$ cat src/rtl/instr_fetch_pkg.sv
// Shared definitions for the instruction fetch stage: reset address,
// FSM state encoding and the sequential word increment.
package instr_fetch_pkg;

   // First fetch address after reset (word aligned).
   localparam logic [31:0] RESET_PC_DEFAULT = 32'h0000_0000;

   // Byte distance between consecutive instruction words.
   localparam logic [31:0] WORD_INC = 32'd4;

   // FETCH drives the memory request, HOLD presents the instruction.
   typedef enum logic {
      FETCH = 1'b0,
      HOLD  = 1'b1
   } fetchState_t;

endpackage

$ cat src/rtl/next_pc_logic.sv
// Combinational next-PC selection for the fetch stage.
// Jump wins over a taken branch; otherwise fall through to pc+4.
// All arithmetic is 32-bit with wrap-around.
module next_pc_logic
   import instr_fetch_pkg::*;
(
   input  logic [31:0] instr_pc,
   input  logic        br_taken,
   input  logic [31:0] br_offset,
   input  logic        jump,
   input  logic [25:0] jump_index,
   output logic [31:0] next_pc
);

   logic [31:0] seqPc;
   logic [31:0] branchPc;
   logic [31:0] jumpPc;

   // Candidate targets, all relative to the address after the consumed word.
   always_comb begin
      seqPc    = instr_pc + WORD_INC;
      branchPc = seqPc + (br_offset << 2);
      jumpPc   = {seqPc[31:28], jump_index, 2'b00};
   end

   // Priority select: jump, then taken branch, then sequential.
   always_comb begin
      next_pc = seqPc;
      if (jump) begin
         next_pc = jumpPc;
      end else if (br_taken) begin
         next_pc = branchPc;
      end
   end

endmodule

$ cat src/rtl/instr_fetch.sv
// Instruction fetch stage: owns the PC, fetches one word over a req/ack
// handshake, then holds it for the decoder until consumed. The redirect
// decided by the decoder is applied on the consuming edge, so the target
// address is on imem_addr the very next cycle.
module instr_fetch
   import instr_fetch_pkg::*;
#(
   parameter logic [31:0] RESET_PC = RESET_PC_DEFAULT
)
(
   input  logic        clk,
   input  logic        rst,
   output logic        imem_req,
   output logic [31:0] imem_addr,
   input  logic        imem_ack,
   input  logic [31:0] imem_rdata,
   output logic [31:0] instr,
   output logic [31:0] instr_pc,
   output logic        instr_valid,
   input  logic        instr_ready,
   input  logic        br_taken,
   input  logic [31:0] br_offset,
   input  logic        jump,
   input  logic [25:0] jump_index
);

   fetchState_t stateReg;
   fetchState_t stateNext;
   logic [31:0] pcReg;
   logic [31:0] pcNext;
   logic [31:0] instrReg;
   logic [31:0] instrPcReg;
   logic [31:0] targetPc;
   logic        captureInstr;

   // Redirect target computed from the held instruction's address.
   next_pc_logic uNextPc (
      .instr_pc   (instrPcReg),
      .br_taken   (br_taken),
      .br_offset  (br_offset),
      .jump       (jump),
      .jump_index (jump_index),
      .next_pc    (targetPc)
   );

   // Next-state logic: capture on ack in FETCH, advance PC on consume in HOLD.
   always_comb begin
      stateNext    = stateReg;
      pcNext       = pcReg;
      captureInstr = 1'b0;
      case (stateReg)
         FETCH: begin
            if (imem_ack) begin
               captureInstr = 1'b1;
               stateNext    = HOLD;
            end
         end
         HOLD: begin
            if (instr_ready) begin
               pcNext    = targetPc;
               stateNext = FETCH;
            end
         end
         default: begin
            stateNext = FETCH;
         end
      endcase
   end

   // State and PC registers.
   always_ff @(posedge clk or posedge rst) begin
      if (rst) begin
         stateReg <= FETCH;
         pcReg    <= RESET_PC;
      end else begin
         stateReg <= stateNext;
         pcReg    <= pcNext;
      end
   end

   // Instruction register and its address, frozen outside the capture edge.
   always_ff @(posedge clk or posedge rst) begin
      if (rst) begin
         instrReg   <= '0;
         instrPcReg <= '0;
      end else if (captureInstr) begin
         instrReg   <= imem_rdata;
         instrPcReg <= pcReg;
      end
   end

   // Outputs decoded straight from registered state.
   always_comb begin
      imem_req    = (stateReg == FETCH);
      instr_valid = (stateReg == HOLD);
      imem_addr   = pcReg;
      instr       = instrReg;
      instr_pc    = instrPcReg;
   end

endmodule

$ cat config.mk
export PLATFORM = sky130hd
export DESIGN_NAME = instr_fetch
export DESIGN_NICKNAME = d
export VERILOG_FILES = /design/src/rtl/instr_fetch_pkg.sv /design/src/rtl/next_pc_logic.sv /design/src/rtl/instr_fetch.sv
export SDC_FILE = /design/constraint.sdc
export NUM_CORES = 1
export LEC_CHECK = 0
export ABC_AREA = 1
export BUFFER_PORTS_ARGS = -buffer_cell sky130_fd_sc_hd__buf_4
export CAP_MARGIN = 5
export CELL_PAD_IN_SITES_DETAIL_PLACEMENT = 2
export CELL_PAD_IN_SITES_GLOBAL_PLACEMENT = 2
export CORE_MARGIN = 1
export CORE_UTILIZATION = 31
export CTS_CLUSTER_DIAMETER = 150
export DETAILED_ROUTE_END_ITERATION = 6
export PLACE_DENSITY_LB_ADDON = 0.1
export SLEW_MARGIN = 15
export SYNTH_ARGS = -nofsm -noshare
export SYNTH_HDL_FRONTEND = slang
export SYNTH_HIERARCHICAL = 1
export SYNTH_SLANG_ARGS = --single-unit
$ cat constraint.sdc
create_clock -name clk -period 4.5 [get_ports clk]
set_clock_uncertainty 0.1 [all_clocks]
set_input_delay 0.225 -clock clk [delete_from_list [all_inputs] [get_ports clk]]
set_output_delay 0.225 -clock clk [all_outputs]
set_load 0.05 [all_outputs]
# After elaboration in Yosys (flattened, before gate mapping)
# Cells that the tools add are included.
[classes]
addsub = 2
muxes = 6
bitwise = 1
reduce_logical = 1
[op_table]
columns = ["operator", "n"]
rows = [
  ["32-bit 2-to-1 mux", 2],
  ["32-bit by 3-bit adder with 32-bit output, second input constant", 1],
  ["32-bit adder", 1],
  ["1-bit 2-to-1 mux", 3],
  ["1-bit one-hot mux with 2 select lines", 1],
  ["2-bit AND reduction", 1],
  ["1-bit NOT", 1],
]
[totals]
register_bits = 97
in_bits = 96

# Longest topological paths before layout
[depth]
word_depth = 4
ltp_mapped = 27
mapped_depth_nobuf = 27

# Modules after synthesis
# Netlist, hierarchy kept.
[by_module_without_submodules]
columns = ["mod", "instances", "cells_per_inst", "area_per_inst_um2", "seq_area_each_um2"]
rows = [
  ["instr_fetch", 1, 422, 3870.0, 2427.3],
  ["next_pc_logic", 1, 747, 3652.3, 0.0],
]

# Worst setup path before layout
# Ideal clock, no wire load.
[synth_path]
path_type = "reg2reg"
from = "register instrPcReg[2], in the netlist instr_pc[2]"
to = "register pcReg[31], in the netlist imem_addr[31]"
setup_time_ns = 0.119
arrival_ns = 2.926
t_required_ns = 4.281
setup_slack_ns = 1.355
path_stages_with_launch = 21
path_buffers = 0
synth_period_minus_slack_ns = 3.145
path_cell_list = "dfrtp_1 ha_1 nand3_1 nor4_1 nand2_1 nand2_1 inv_1 ha_1 inv_1 nor3_1 nand2_1 inv_1 nand2_1 nand2_1 a21oi_1 nand2_1 nand3_1 nand2_1 inv_1 nand3_1 nand2_1"
[synth_between]
elab_chain_len = 4
[synth_rtl]
columns = ["element", "line_no", "text"]
rows = [
  ["from (decl)", "instr_fetch.sv:32", "logic [31:0] instrPcReg;"],
  ["from (signal assigned)", "instr_fetch.sv:88", "instrPcReg <= pcReg;"],
  ["32-bit by 3-bit adder with 32-bit output *", "next_pc_logic.sv:21", "seqPc = instr_pc + WORD_INC;"],
  ["32-bit adder", "next_pc_logic.sv:22", "branchPc = seqPc + (br_offset << 2);"],
  ["32-bit 2-to-1 mux", "next_pc_logic.sv:31", "end else if (br_taken) begin"],
  ["32-bit 2-to-1 mux *", "next_pc_logic.sv:29", "if (jump) begin"],
  ["named net targetPc[31]", "instr_fetch.sv:33", "logic [31:0] targetPc;"],
  ["to (signal assigned)", "instr_fetch.sv:77", "pcReg <= pcNext;"],
  ["to (decl)", "instr_fetch.sv:29", "logic [31:0] pcReg;"],
]
# The timed path passes the listed nets; every way through them passes the cells marked *.
# A chain may end at the register's enable or synchronous reset.

# Worst setup path after layout
[layout_path]
from = "register instrPcReg[2], in the netlist instr_pc[2]"
to = "register pcReg[13], in the netlist imem_addr[13]"
[layout_between]
elab_chain_len = 4
[layout_rtl]
columns = ["element", "line_no"]
rows = [
  ["32-bit by 3-bit adder with 32-bit output *", "next_pc_logic.sv:21"],
  ["32-bit adder", "next_pc_logic.sv:22"],
  ["32-bit 2-to-1 mux *", "next_pc_logic.sv:31"],
  ["32-bit 2-to-1 mux *", "next_pc_logic.sv:29"],
  ["named net targetPc[13]", "instr_fetch.sv:33"],
]
# Marked as above.

==> results_dict.tcl <==
set metrics [dict create \
    outcome "completed" \
    synth_enable_flop_cells 0 \
    muxShareOfSynthArea 0 \
    placed_area_um2 9140 \
    min_period_over_period 0.829 \
    viasPerCell 4.95 \
    clock-sinks 97 \
    min_period_ns 3.73 \
    instances_no_fill 1660 \
    ys_warn_count 6 \
    fin_nets 1470 \
    synthAdderAreaFrac 0.0642 \
    place.gp.congestion 0.830 \
    cp_data_required_time_ns 4.68 \
    p_int_mw 2.50 \
    cts-root-buf "clkbuf_16" \
    maxCapViolCount 0 \
    place_ws_ns 0.811 \
    grt_pass1_vias 8916 \
    synthTopCellsByCount "nand2_1 (492), nand3_1 (152), inv_1 (130)" \
    finalSetupTns_ns 0 \
    synthXorXnorAreaFrac 0.0348 \
    num-fill-cells 2954 \
    swShare 0.547 \
    ir_drop_v 0.000260 \
    pwr-share-comb 0.601 \
    start_util 0.319 \
    rows 56 \
    postCtsSetupBuffers 0 \
    slew_viol_final 0 \
    yosys.area_share.simple 0.423 \
    multiInputGateArea_um2 4340 \
    clk_path_buf_depth 2 \
    antenna_cells 0 \
    drt_iter0_markers 351 \
    crit_path_max_fanout 7 \
    cts.clk_slew.worst_paths_ns 0.08 \
    hpwlAfterDp_um 24600 \
    die-width_um 158 \
    total_power_mw 5.52 \
    synth_fp_nets 1303 \
    post-route-util 0.400 \
    whs_ns 0.00861 \
    power_leakage_nw 5.41 \
    grt_max_degree 68 \
    core_area_um2 23600 \
    pin_count 194 \
    clkPwrFrac 0.138 \
    synthFlopType "dfrtp_1" \
    relSlewSlack 0.424 \
    wl_per_cell_um 18.8 \
    hold_viol 0 \
    cts_tree "built" \
    area_delta_synth_final_pct 25.6 \
    syn-mean-instance-area_um2 6.43 \
    rsz0062_at_grt "no" \
    die_area_um2 24900 \
    ant_nets 0 \
    drc 0 \
    critPathLaunchType "flop" \
    syn-instance-count 1169 \
    clock_latency_ns 0.35 \
    seqPwrFrac 0.261 \
    worstPathArrival_ns 3.91 \
    antenna_found_initial 0 \
    dp_cells 1642 \
    syn_area_um2 7520 \
    cellPowerDensity_nw_per_um2 584 \
    yosys.area.top_type_share 0.323 \
    design_area_um2 9450 \
    grt_usage 0.255 \
    tightest_slew_ns 0.861 \
    ys_seq_elements 97 \
    setup_viol 0 \
    ys_seq_area_frac 0.323 \
    grt_overflow 0 \
    synth-compound-area-share 0.0551 \
    synth_top_cell_by_area "dfrtp_1" \
    ff_latch_area_um2 2430 \
    synth_most_common_cell "nand2_1" \
    ys_types 39 \
    grt_pass1_wl_um 48400 \
    async_reset_ff_frac 1.00 \
    portBuffers 191 \
    min_path_type "in -> reg" \
    switchingPower_mw 3.02 \
    drtPass1Iterations 4 \
    synth_top_family_by_area "simple AND/OR/NAND/NOR gates" \
    synth_area_leaders "dfrtp_1 (32%), nand2_1 (25%), nand3_1 (10%), inv_1 (6.5%), ha_1 (6.2%)" \
    final_layout_size_suffix_gt1_frac 0.180 \
    clock.fmax_mhz 268 \
    vias 8221 \
    die_y_um 158 \
    drt_wl_total_um 31200 \
    setup_ws_ns 0.771 \
    endpoint_kind "flop" \
    numCtsBuffers 9 \
    worst-setup-path-type "reg -> reg" \
    htreeDepth 3 \
]
[cell type report]
type                    count  area share
clock inverters             5     0.00490
flip-flops and latches     97       0.257
inverters                 132      0.0530
multi-input cells         898       0.459
well taps                 319      0.0422
repair buffers            198       0.158
clock buffers              11      0.0257
[cells in the final DEF, fill, tap and decap left out, types with 12 or more instances in the layout]
cell / instances
nand4_1: 12
buf_4: 196
ha_1: 37
nand3_1: 152
a21oi_1: 35
dfrtp_1: 97
nand2_1: 492
inv_1: 129
o21ai_0: 22
xnor2_1: 13
nor2_1: 64
xor2_1: 15
[sequential cells by signal, indices dropped and copies added (netlist names)]
name	cells
instr_pc	32
instr	32
instr_valid	1
imem_addr	32
[per-layer routing]
layer | global-route usage | wire length, um
met1 | 0.325 | 14200
met2 | 0.459 | 15600
met3 | 0.0378 | 1160
met4 | 0.0370 | 249
met5 | 0 | 0
[logic make-up after synthesis]
kind of cell,after synthesis
and+or+nand+nor,755
buffers and inverters,174
xor gates and xnor gates,29
adders and majority gates,38
DFF,97
AOI/OAI and AO/OA,76
[critical path: stages, from the launching register on]
cell and delay (ns):
dfrtp_1 0.54, ha_1 0.24, nand3_1 0.25, nor2_1 0.38, xnor2_1 0.17, inv_1 0.10
ha_1 0.37, nand2_1 0.12, nor2_1 0.24, nand2_1 0.11, nand2_1 0.17, nand2_1 0.08
nand3_1 0.06, o21ai_0 0.21, o21ai_0 0.30, nand3_1 0.12, nand2_1 0.10
[power groups by stage]
stage	clock (mW)	sequential, mW	combinational (mW)
finish	0.763	1.44	3.32
global placement	0	1.44	3.23
floorplan	0	2.22	1.39
CTS	0.777	1.44	3.34
global route	0.810	1.48	3.60
detailed placement	0	1.45	3.32
[worst paths after layout]
| kind | from | endpoint | slack, ns | depth (start not counted) |
|---|---|---|---|---|
| min in group asynchronous | rst | imem_addr[7] | 0.52 | 3 |
| max in group asynchronous | rst | instr_pc[24] | 2.76 | 4 |
| worst min-delay path | imem_rdata[2] | instr[2] | 0.009 | 3 |
| worst min register to register | instr[20] | instr[20] | 0.38 | 2 |
| worst max register to register | instr_pc[2] | imem_addr[13] | 0.77 | 16 |
| worst max-delay path | instr_pc[2] | imem_addr[13] | 0.77 | 16 |
[repair_timing]
action | in CTS | in global routing
endpoints found under the setup margin | 0 | 0
resized for setup | 0 | 0
endpoints found under the hold margin | 28 | 0
hold buffers | 2 | 0
Note: power is estimated with default switching activity, not from simulation.
